$ cat src/rtl/pc_fetch.sv
// Instruction-fetch stage: holds the fetch PC, requests words over req/ack and feeds decode.
// Redirects from EX squash the fetch buffer and any in-flight fetch; the delay slot survives.
module pc_fetch #(
    parameter logic [31:0] RESET_VECTOR = 32'hBFC00000,
    parameter logic [31:0] EXC_VECTOR   = 32'h80000180
) (
    input  logic        CLK,
    input  logic        RESET_N,
    input  logic [4:0]  PCsel,
    input  logic [31:0] PCoffset,
    input  logic [25:0] PCjump,
    input  logic [31:0] RegTarget,
    input  logic        EXvalid,
    input  logic        Stall,
    output logic        IReq,
    output logic [31:0] IAddr,
    input  logic        IAck,
    input  logic [31:0] IData,
    output logic [31:0] I1,
    output logic [31:0] PC1,
    output logic        V1,
    output logic [31:0] PC2
);

    typedef enum logic [1:0] {StIdle, StReq, StKill, StFull} state_e;

    state_e      state_q, state_d;
    logic [31:0] pcf_q, pcf_d;
    logic [31:0] kaddr_q, kaddr_d;
    logic [31:0] buf_instr_q, buf_instr_d;
    logic [31:0] buf_pc_q, buf_pc_d;
    logic [31:0] i1_q, i1_d;
    logic [31:0] pc1_q, pc1_d;
    logic        v1_q, v1_d;
    logic [31:0] pc2_q, pc2_d;

    logic        advance;
    logic        sel_onehot;
    logic        redirect;
    logic [31:0] p4;
    logic [31:0] target;
    logic [31:0] req_addr;
    logic        unused_bits;

    assign unused_bits = ^RegTarget[1:0];

    assign advance    = !Stall;
    assign sel_onehot = (PCsel != 5'd0) && ((PCsel & (PCsel - 5'd1)) == 5'd0);
    // Non-one-hot selects fall back to sequential fetch.
    assign redirect   = advance && EXvalid && sel_onehot && !PCsel[0];
    assign p4         = pc2_q + 32'd4;

    always_comb begin
        target = EXC_VECTOR;
        unique case (PCsel)
            5'b00010: target = p4 + PCoffset;
            5'b00100: target = {p4[31:28], PCjump, 2'b00};
            5'b01000: target = {RegTarget[31:2], 2'b00};
            default:  target = EXC_VECTOR;
        endcase
    end

    always_comb begin
        state_d     = state_q;
        pcf_d       = pcf_q;
        kaddr_d     = kaddr_q;
        buf_instr_d = buf_instr_q;
        buf_pc_d    = buf_pc_q;
        i1_d        = i1_q;
        pc1_d       = pc1_q;
        v1_d        = v1_q;
        pc2_d       = pc2_q;
        IReq        = 1'b0;
        req_addr    = pcf_q;

        // Bubble by default; overwritten below when a word is available.
        if (advance) begin
            pc2_d = pc1_q;
            v1_d  = 1'b0;
        end

        unique case (state_q)
            StIdle: begin
                state_d = StReq;
                if (redirect) pcf_d = target;
            end
            StReq: begin
                IReq     = 1'b1;
                req_addr = pcf_q;
                if (redirect) begin
                    pcf_d = target;
                    if (!IAck) begin
                        kaddr_d = pcf_q;
                        state_d = StKill;
                    end
                end else if (IAck) begin
                    pcf_d = pcf_q + 32'd4;
                    if (advance) begin
                        i1_d  = IData;
                        pc1_d = pcf_q;
                        v1_d  = 1'b1;
                    end else begin
                        buf_instr_d = IData;
                        buf_pc_d    = pcf_q;
                        state_d     = StFull;
                    end
                end
            end
            StKill: begin
                // Old request must complete before a new address may be presented.
                IReq     = 1'b1;
                req_addr = kaddr_q;
                if (redirect) pcf_d = target;
                if (IAck) state_d = StReq;
            end
            StFull: begin
                if (redirect) begin
                    pcf_d   = target;
                    state_d = StReq;
                end else if (advance) begin
                    i1_d    = buf_instr_q;
                    pc1_d   = buf_pc_q;
                    v1_d    = 1'b1;
                    state_d = StReq;
                end
            end
            default: state_d = StIdle;
        endcase
    end

    assign IAddr = {req_addr[31:2], 2'b00};
    assign I1    = i1_q;
    assign PC1   = pc1_q;
    assign V1    = v1_q;
    assign PC2   = pc2_q;

    always_ff @(posedge CLK) begin
        if (!RESET_N) begin
            state_q     <= StIdle;
            pcf_q       <= RESET_VECTOR;
            kaddr_q     <= RESET_VECTOR;
            buf_instr_q <= 32'd0;
            buf_pc_q    <= 32'd0;
            i1_q        <= 32'd0;
            pc1_q       <= 32'd0;
            v1_q        <= 1'b0;
            pc2_q       <= 32'd0;
        end else begin
            state_q     <= state_d;
            pcf_q       <= pcf_d;
            kaddr_q     <= kaddr_d;
            buf_instr_q <= buf_instr_d;
            buf_pc_q    <= buf_pc_d;
            i1_q        <= i1_d;
            pc1_q       <= pc1_d;
            v1_q        <= v1_d;
            pc2_q       <= pc2_d;
        end
    end

endmodule

$ cat config.mk
export PLATFORM = sky130hd
export DESIGN_NAME = pc_fetch
export DESIGN_NICKNAME = d
export VERILOG_FILES = /design/src/rtl/pc_fetch.sv
export SDC_FILE = /design/constraint.sdc
export NUM_CORES = 1
export LEC_CHECK = 0
export CAP_MARGIN = 20
export CORE_ASPECT_RATIO = 1.2
export CORE_UTILIZATION = 57
export CTS_CLUSTER_SIZE = 24
export DETAILED_ROUTE_END_ITERATION = 8
export HOLD_SLACK_MARGIN = 0.03
export PLACE_DENSITY = 0.95
export SLEW_MARGIN = 10
export SYNTH_ARGS = -nofsm -noshare
export SYNTH_HDL_FRONTEND = slang
export SYNTH_SLANG_ARGS = --single-unit
$ cat constraint.sdc
create_clock -name CLK -period 5.9 [get_ports CLK]
set_input_delay 0.59 -clock CLK [delete_from_list [all_inputs] [get_ports CLK]]
set_output_delay 0.59 -clock CLK [all_outputs]
set_load 0.02 [all_outputs]
Word level (Yosys, flattened, before mapping) --
Index checks and enable logic that the tools add are counted.
Cells by class: multiplexer cells 33, magnitude comparators 0, $add $sub $neg 4, bitwise logic cells 3, multipliers 0, shift-type cells 0, equality and inequality tests 17, reductions and logical operators 17, divide/modulo/power cells 0
Operators with widths (number):
- $mux 32 | 14
- $pmux 32 s2 | 3
- $pmux 32 s3 | 1
- $add 32x3->32 const B | 2
- $add 32x32->32 | 1
- $mux 2 | 7
- $ne 2x2->1 const B | 6
- $ne 3x3->1 const B | 4
- $pmux 2 s4 | 1
- $mux 1 | 6
- $reduce_and 6->1 | 1
- $and 5x5->5 | 1
- $eq 5x2->1 const B | 1
- $eq 5x3->1 const B | 1
- $eq 5x4->1 const B | 1
- $logic_not 5->1 | 1
- $reduce_and 5->1 | 1
- $reduce_bool 5->1 | 1
- $sub 5x1->5 const B | 1
- $eq 2x2->1 const B | 2
- $logic_and 1x1->1 | 4
- $reduce_and 4->1 | 1
- $reduce_and 3->1 | 1
- $reduce_or 3->1 | 1
- other kinds (9) | 11
Storage, ports and cells: bits in latches 0, output and inout bits 130, register bits 227, ROM bits 0, logic and storage cells 83, RAM bits 0, bits of input ports 132, memories 0

Logic depth before layout (Yosys ltp) --
Gate-level depths: netlist (run 1).
word-level depth 8, depth in mapped cells 17

Worst setup path after synthesis (run 1) --
OpenSTA, ideal clock, no wires.
path type register -> register, start register pc2_q[12], in the netlist PC2[12], end register pcf_q[29], library setup time 0.078 ns, clock period less this slack 3.473 ns, data arrival time 3.395 ns, cell stages (with the launch flop) 18, data required time 5.822 ns, path buffers 2, setup slack 2.427 ns, cells stage by stage dfxtp_1 and4_1 nand3_1 nor2_1 and2_1 clkbuf_1 nand2_1 xnor2_1 ha_1 clkbuf_1 a21o_1 a21o_1 a21oi_1 nor2_1 a211oi_1 nand4_1 o311a_1 a32oi_1
Between the ends: longest elaborated chain between the ends 5
Ends and longest elaborated chain:
- start, declared | line 35 | logic [31:0] pc2_q, pc2_d;
- start signal, assigned | line 157 | pc2_q <= pc2_d;
- $add 32x3->32 (*) | line 51 | assign p4 = pc2_q + 32'd4;
- $add 32x32->32 | line 56 | 5'b00010: target = p4 + PCoffset;
- $pmux 32 s3 (*) | line 55 | unique case (PCsel)
- $mux 32, on equally long branches
- $pmux 32 s2 (*) | line 82 | unique case (state_q)
- end signal, assigned | line 150 | pcf_q <= pcf_d;
- end, declared | line 28 | logic [31:0] pcf_q, pcf_d;
Every way passes the cells marked *; elsewhere a longest branch is shown, timed or not. The select of a mux whose other input is x is not followed. A chain may end at the register's enable or synchronous reset.

Worst setup path in the final report (run 1) --
start register pc2_q[4], in the netlist PC2[4], end register pcf_q[22]
Between the ends: longest elaborated chain between the ends 5
Ends and longest elaborated chain (line):
- $add 32x3->32 (*) | 51
- $add 32x32->32 (*) | 56
- $pmux 32 s3 (*) | 55
- $mux 32, on equally long branches
- $pmux 32 s2 (*) | 82
Marked as above.

==> run_results.csv, run 1 <==
group,metric,value,unit
layout,final_common_cell,"nand2_1",
sta,setup_tns,0,ns
placement,place_inst,1934,
layout,layout_common_cells,"274 x nand2_1, 255 x clkdlybuf4s50_1, 225 x dfxtp_1",
clock_network,numCtsBuffers,24,
layout,drive_above_1_share,6.76,%
worst_setup_path,critPathLaunchType,"register",
grt,grt_max_degree,97,
yosys,async_flop_share,0,%
worst_setup_path,rr_startpoint,"PC2[4]$_SDFFE_PN0N_",
layout,fin_area,16500,sq um
yosys,ys_seq_elements,225,
floorplan,start_util,57.8,%
layout,final_util,73.6,%
routing,wl_met1,16.1,mm
sta,fmax,238,MHz
worst_setup_path,crit_end,"pcf_q[22]$_SDFFE_PN1P_",
placement,dpl.hpwl,28.6,mm
routing,drc,0,
worst_setup_path,crit_start,"PC2[4]$_SDFFE_PN0N_",
worst_setup_path,crit_type,"register to register",
placement,port_buffers,257,
grt,gr-total-overflow,0,
grt,antenna_found_initial,1,
yosys,synthCells,1499,
clock_network,ctsHoldBuffers,0,
flow_run,max_cap_viol_count,0,
power,pwr-share-seq,35.8,%
floorplan,fp.dieW,140,microns
floorplan,die_area,23300,sq um
floorplan,ios,262,
worst_setup_path,r2r_end,"pcf_q[22]$_SDFFE_PN1P_",
clock_network,clock_sinks,225,
layout,area_growth,27.2,%
routing,antenna_left,0,
worst_setup_path,worstRegToRegCells,15,
worst_setup_path,reg2reg_slack,1.70,ns
floorplan,rows,60,
layout,n_fill_cell,1600,
yosys,synth_cell_type_count,79,
clock_network,insertion_delay,0.54,ns
power,p_total,5.33,mW
clock_network,cts_root_buffer,"clkbuf_16",
sta,finalSetupViolCount,0,
sta,worst_pin_slew,0.848,ns
worst_setup_path,worst_path_max_delay_cell,"dfxtp_1",
placement,gp_routability_congestion,0.953,
sta,rsz0062_at_grt,"no",
worst_setup_path,cp_cell_sequence,"and4_1 > nand2_1 > nor2_1 > and2_1 > nand3_1 > xnor2_1 > ha_1 > nand2_1 > nor3_1 > nand4_1 > o311a_2 > a21boi_1 > nor3_1 > o31ai_1 > o22a_1",
sta,fin_crit,4.20,ns
layout,layout.cells.non_filler,1981,
sta,hold_violations,0,
clock_network,cts_tree,"yes",
power,internal_power,3.50,mW
sta,period_share,71.1,%
yosys,ys_warn_count,0,
routing,top_layer_used,"met4",
yosys,seq_area_frac_synth,34.8,%
routing,via_count,12385,
power,power.switching,1.84,mW
min_path,hp-class,"register to register",
layout,final_nets,1857,
worst_setup_path,crit_required,6.37,ns
placement,placed_area,15500,sq um
worst_setup_path,critical-path-max-stage-delay,0.47,ns
clock_network,htreeDepth,1,
sta,fin_worst_skew,0.0222,ns
yosys,synth-main-ff-cell,"dfxtp_1",
floorplan,core_area,22400,sq um
routing,dr_wl_met2,19.5,mm
power,switching_share,34.4,%
outcome,outcome,"finished clean",
sta,relSlewSlack,43.4,%
grt,grt_pass1_wl,64.7,mm
worst_setup_path,cp-end-kind,"register",
worst_setup_path,arrival,4.66,ns
power,p_leak,6.76,nW
yosys,syn_avg_cell_area,8.63,sq um
routing,first_pass_iters,8,
power,vdd_drop_max,0.255,mV
clock_network,cts_buffer_depth,3,
power,power_frac_clock,30.9,%
routing,dr_wl_met3,3.62,mm
power,comb_power_share,33.3,%
clock_network,post_cts_buffers,0,
clock_network,cts-resized-gates,0,
power,power.density,324,nW/um^2
routing,detail_route.wl_per_cell,20.8,microns
yosys,syn_area,12900,sq um
grt,grtUsageTotal,34.6,%
routing,drt-initial-drc-count,1130,
routing,routed_wl,41.2,mm
yosys,synth_edf_count,0,
clock_network,path_clk_slew,0.07,ns
floorplan,die-height,167,microns
worst_setup_path,worstPathMaxFanout,7,
sta,slew_viol_final,0,
grt,grt_pass1_vias,11924,
routing,viasPerCell,6.25,
==> cell families (layout without fill, tap and decap cells) <==
logic type,Yosys count,in the layout,share of synthesized area (%)
AO/OA/AOI/OAI,349,349,20.9
XOR/XNOR,60,60,4.06
adder cells (fa/ha/maj),42,42,4.12
buffers and inverters,132,333,4.08
flip-flops,225,225,34.8
multiplexers,161,161,12.8
other,1,3,0.0290
AND/OR/NAND/NOR,529,529,19.3
==> state kept, by name, summed over array words and instances (netlist names), 2 cells and up <==
| name | cells |
|---|---|
| I1 | 32 |
| kaddr_q | 30 |
| buf_pc_q | 32 |
| state_q | 2 |
| buf_instr_q | 32 |
| pcf_q | 32 |
| PC1 | 32 |
| PC2 | 32 |
==> Yosys cell counts (5+ instances only) <==
| cell type | instances | share of area (%) |
|---|---|---|
| mux2i_1 | 130 | 10 |
| ha_1 | 41 | 4.0 |
| inv_1 | 16 | 0.46 |
| buf_1 | 11 | 0.32 |
| buf_2 | 20 | 0.77 |
| nor3b_1 | 6 | 0.35 |
| o22ai_1 | 8 | 0.39 |
| o21a_1 | 6 | 0.35 |
| o211a_1 | 64 | 5.0 |
| a222oi_1 | 11 | 0.85 |
| and2_1 | 13 | 0.63 |
| a21boi_0 | 70 | 4.1 |
| a221oi_1 | 12 | 0.81 |
| a211oi_1 | 6 | 0.35 |
| a21o_1 | 17 | 0.99 |
| clkbuf_1 | 83 | 2.4 |
| nand3_1 | 42 | 1.6 |
| xor2_1 | 13 | 0.88 |
| mux2_2 | 31 | 2.7 |
| nor2_1 | 53 | 1.5 |
| nand2_1 | 275 | 8.0 |
| dfxtp_1 | 225 | 35 |
| a22oi_1 | 5 | 0.29 |
| xnor2_1 | 47 | 3.2 |
| a31oi_1 | 13 | 0.63 |
| a21oi_1 | 44 | 1.7 |
| nor3_1 | 13 | 0.50 |
| and4_1 | 9 | 0.61 |
| nand4_1 | 25 | 1.2 |
| nor2b_1 | 56 | 2.7 |
| and3_1 | 19 | 0.92 |
| o21ai_0 | 40 | 1.5 |
==> area by class of cell <==
class,instances,area (sq um),share of cell area [%]
Timing Repair Buffer,273,2730,16.6
Clock buffer,33,696,4.23
Antenna cell,1,2.50,0.0152
Inverter,16,60.1,0.365
Clock inverter,11,166,1.01
Multi-Input combinational cell,1143,7960,48.3
Sequential cell,225,4500,27.4
Tap cell,279,349,2.12
==> power by group through the flow <==
stage                     clock (mW)  sequential, mW  combinational, mW
after floorplan                    0            2.00              0.959
after global placement             0            1.92               1.69
after detailed placement           0            1.93               1.72
after CTS                       1.65            1.90               1.75
after global routing            1.73            1.93               1.89
final                           1.65            1.91               1.78
==> per-stage QoR <==
stage | hold slack (ns) | worst slack [ns]
6_report | 0.464 | 1.70
5_1_grt | 0.482 | 1.53
4_1_cts | 0.466 | 1.84
3_5_place_dp | 0.458 | 1.91
3_3_place_gp | 0.449 | 2.01
2_1_floorplan | 0.436 | 2.43
==> critical path, delay by kind of cell (launching register included) <==
family	cells	cell delay (ns)
compound gates	4	0.98
xor+xnor	1	0.15
flops	1	0.47
simple gates	9	2.05
fa+ha+maj	1	0.47
==> worst min-delay path by stage <==
stage	depth (start not counted)	to	slack, ns	startpoint
floorplan	2	kaddr_q[22]$_SDFFE_PN1P_	0.44	kaddr_q[22]$_SDFFE_PN1P_
global placement	2	buf_pc_q[11]$_SDFFE_PN0P_	0.45	buf_pc_q[11]$_SDFFE_PN0P_
detailed placement	2	buf_pc_q[12]$_SDFFE_PN0P_	0.46	buf_pc_q[12]$_SDFFE_PN0P_
CTS	2	buf_pc_q[12]$_SDFFE_PN0P_	0.47	buf_pc_q[12]$_SDFFE_PN0P_
global route	2	buf_pc_q[15]$_SDFFE_PN0P_	0.48	buf_pc_q[15]$_SDFFE_PN0P_
finish	2	buf_instr_q[30]$_SDFFE_PN0P_	0.46	buf_instr_q[30]$_SDFFE_PN0P_
==> per-layer routing <==
layer  global-route usage (%)  vias to the layer above
met5                        0                        -
met4                     16.4                        0
met3                     6.01                      152
met2                     58.9                      641
met1                     42.3                     5847
li1                         -                     5745
No activity file was read; power rests on OpenSTA's default activity.
==> run 2, diff against run 1 <==
--- a/config.mk
+++ b/config.mk
@@ -7,11 +7,11 @@
 export LEC_CHECK = 0
 export CAP_MARGIN = 20
 export CORE_ASPECT_RATIO = 1.2
-export CORE_UTILIZATION = 57
+export CORE_UTILIZATION = 53
 export CTS_CLUSTER_SIZE = 24
 export DETAILED_ROUTE_END_ITERATION = 8
 export HOLD_SLACK_MARGIN = 0.03
-export PLACE_DENSITY = 0.95
+export PLACE_DENSITY = 0.92
 export SLEW_MARGIN = 10
 export SYNTH_ARGS = -nofsm -noshare
 export SYNTH_HDL_FRONTEND = slang
==> constraint.sdc (replaced) <==
create_clock -name CLK -period 4.4 [get_ports CLK]
set_input_delay 0.44 -clock CLK [delete_from_list [all_inputs] [get_ports CLK]]
set_output_delay 0.44 -clock CLK [all_outputs]
set_load 0.02 [all_outputs]
==> run 2 against run 1 <==
Die area rose by 7.4%; sequential power rose by 34%; worst hold slack got worse by 0.069 ns; setup slack lost 1.2 ns; final cell count rose by 1.8%; first-iteration DRC count is 13% lower; register-to-register slack got worse by 1.2 ns; clock power is 22% higher; largest power group unchanged.
==> run_results.csv, run 2 (synthesis gave the netlist of run 1 again) <==
group,metric,value,unit
grt,antenna_found_initial,0,
sta,finalSetupViolCount,0,
floorplan,start_util,54.0,%
sta,period_share,89.7,%
routing,routed_wl,40.8,mm
worst_setup_path,cp-end-kind,"register",
routing,drc,0,
clock_network,path_clk_slew,0.06,ns
routing,detail_route.wl_per_cell,20.2,microns
sta,worst_pin_slew,0.916,ns
worst_setup_path,crit_end,"pcf_q[22]$_SDFFE_PN1P_",
floorplan,die-height,173,microns
routing,viasPerCell,6.11,
grt,gr-total-overflow,0,
layout,area_growth,26.6,%
layout,final_common_cell,"nand2_1",
clock_network,cts-resized-gates,0,
layout,num_antenna_cells,0,
layout,layout_common_cells,"274 x nand2_1, 255 x clkdlybuf4s50_1, 225 x dfxtp_1",
placement,port_buffers,257,
worst_setup_path,crit_required,4.85,ns
flow_run,max_cap_viol_count,0,
worst_setup_path,crit_type,"register to register",
clock_network,numCtsBuffers,23,
power,vdd_drop_max,0.364,mV
placement,dpl.hpwl,29.2,mm
power,power.density,425,nW/um^2
clock_network,cts_root_buffer,"clkbuf_16",
clock_network,htreeDepth,1,
power,p_total,6.96,mW
power,p_leak,6.71,nW
floorplan,rows,62,
sta,relSlewSlack,38.3,%
clock_network,cts_buffer_depth,3,
placement,gp_routability_congestion,0.956,
worst_setup_path,arrival,4.40,ns
routing,via_count,12323,
outcome,outcome,"finished clean",
clock_network,clock_sinks,225,
floorplan,die_area,25000,sq um
sta,slew_viol_final,0,
sta,fin_worst_skew,0.0125,ns
clock_network,insertion_delay,0.51,ns
worst_setup_path,rr_startpoint,"PC2[4]$_SDFFE_PN0N_",
worst_setup_path,r2r_end,"pcf_q[22]$_SDFFE_PN1P_",
sta,fin_crit,3.95,ns
sta,fmax,253,MHz
floorplan,ios,262,
layout,n_fill_cell,1774,
worst_setup_path,reg2reg_slack,0.45,ns
worst_setup_path,crit_start,"PC2[4]$_SDFFE_PN0N_",
routing,drt-initial-drc-count,987,
floorplan,fp.dieW,145,microns
sta,rsz0062_at_grt,"no",
layout,drive_above_1_share,6.54,%
min_path,hp-class,"input pin to register",
layout,final_nets,1857,
grt,grtUsageTotal,31.9,%
placement,placed_area,15600,sq um
sta,setup_tns,0,ns
clock_network,ctsHoldBuffers,0,
layout,fin_area,16400,sq um
worst_setup_path,worstPathMaxFanout,7,
routing,first_pass_iters,7,
clock_network,post_cts_buffers,0,
grt,grt_pass1_vias,11863,
clock_network,cts_tree,"yes",
worst_setup_path,worstRegToRegCells,15,
grt,grt_max_degree,187,
worst_setup_path,critPathLaunchType,"register",
floorplan,core_area,24000,sq um
routing,antenna_left,0,
grt,grt_pass1_wl,63.0,mm
sta,hold_violations,0,
-- run 2: cell count changes in the layout (fill, tap and decap cells not counted) --
cell / before / now
diode_2: 1 / 0
clkinv_4: 2 / 1
buf_16: 2 / 0
buf_12: 0 / 1
inv_6: 1 / 0
clkbuf_16: 25 / 23
bufinv_16: 4 / 3
clkinvlp_4: 0 / 1
buf_4: 15 / 17
clkbuf_8: 4 / 3
-- run 2: critical path, cell delays in order (launching register included) --
cell      delay (ns)
dfxtp_1         0.46
and4_1          0.33
nand2_1         0.17
nor2_1          0.25
and2_1          0.26
nand3_1         0.12
xnor2_1         0.15
ha_1            0.46
nand2_1         0.18
nor3_1          0.34
nand4_1         0.18
o311a_2         0.17
a21boi_1        0.20
nor3_1          0.07
o31ai_1         0.36
o22a_1          0.19
-- run 2: how the worst min path moves through the flow --
stage	start	to	slack, ns	cells after the start
floorplan	kaddr_q[22]$_SDFFE_PN1P_	kaddr_q[22]$_SDFFE_PN1P_	0.44	2
global placement	kaddr_q[31]$_SDFFE_PN1P_	kaddr_q[31]$_SDFFE_PN1P_	0.45	2
detailed placement	kaddr_q[26]$_SDFFE_PN1P_	kaddr_q[26]$_SDFFE_PN1P_	0.46	2
CTS	RESET_N	PC1[29]$_SDFFE_PN0P_	0.38	2
global route	RESET_N	PC1[16]$_SDFFE_PN0P_	0.40	2
finish	RESET_N	PC1[18]$_SDFFE_PN0P_	0.40	2
-- run 2: per-layer routing --
metal  track usage [%]  wire length, microns
met5                 0                     0
met4              14.4                  1830
met3              5.26                  3450
met2              52.9                 19300
met1              40.1                 16300
-- run 2: cell type report --
class / instances / area, sq um / share of cell area [%]
flip-flops and latches: 225 / 4500 / 27.5
clock buffers: 30 / 632 / 3.86
clock inverters: 9 / 126 / 0.771
multi-input cells: 1143 / 7960 / 48.6
well taps: 320 / 400 / 2.44
inverters: 16 / 60.1 / 0.367
repair buffers: 274 / 2710 / 16.5
-- run 2: per-stage QoR --
| step | worst slack, ns | util, % | hold WS [ns] | cells |
|---|---|---|---|---|
| after floorplan | 0.927 | - | 0.436 | 1500 |
| after global placement | 0.619 | 65.2 | 0.447 | 1977 |
| after detailed placement | 0.551 | 65.2 | 0.456 | 1977 |
| after CTS | 0.525 | 68.3 | 0.382 | 2016 |
| after global routing | 0.270 | 68.4 | 0.402 | 2017 |
| final | 0.455 | 68.4 | 0.396 | 2017 |
-- run 2: power by group --
group          switching, mW  internal (mW)
sequential             0.276           2.29
clock                  0.825           1.19
combinational           1.33           1.06
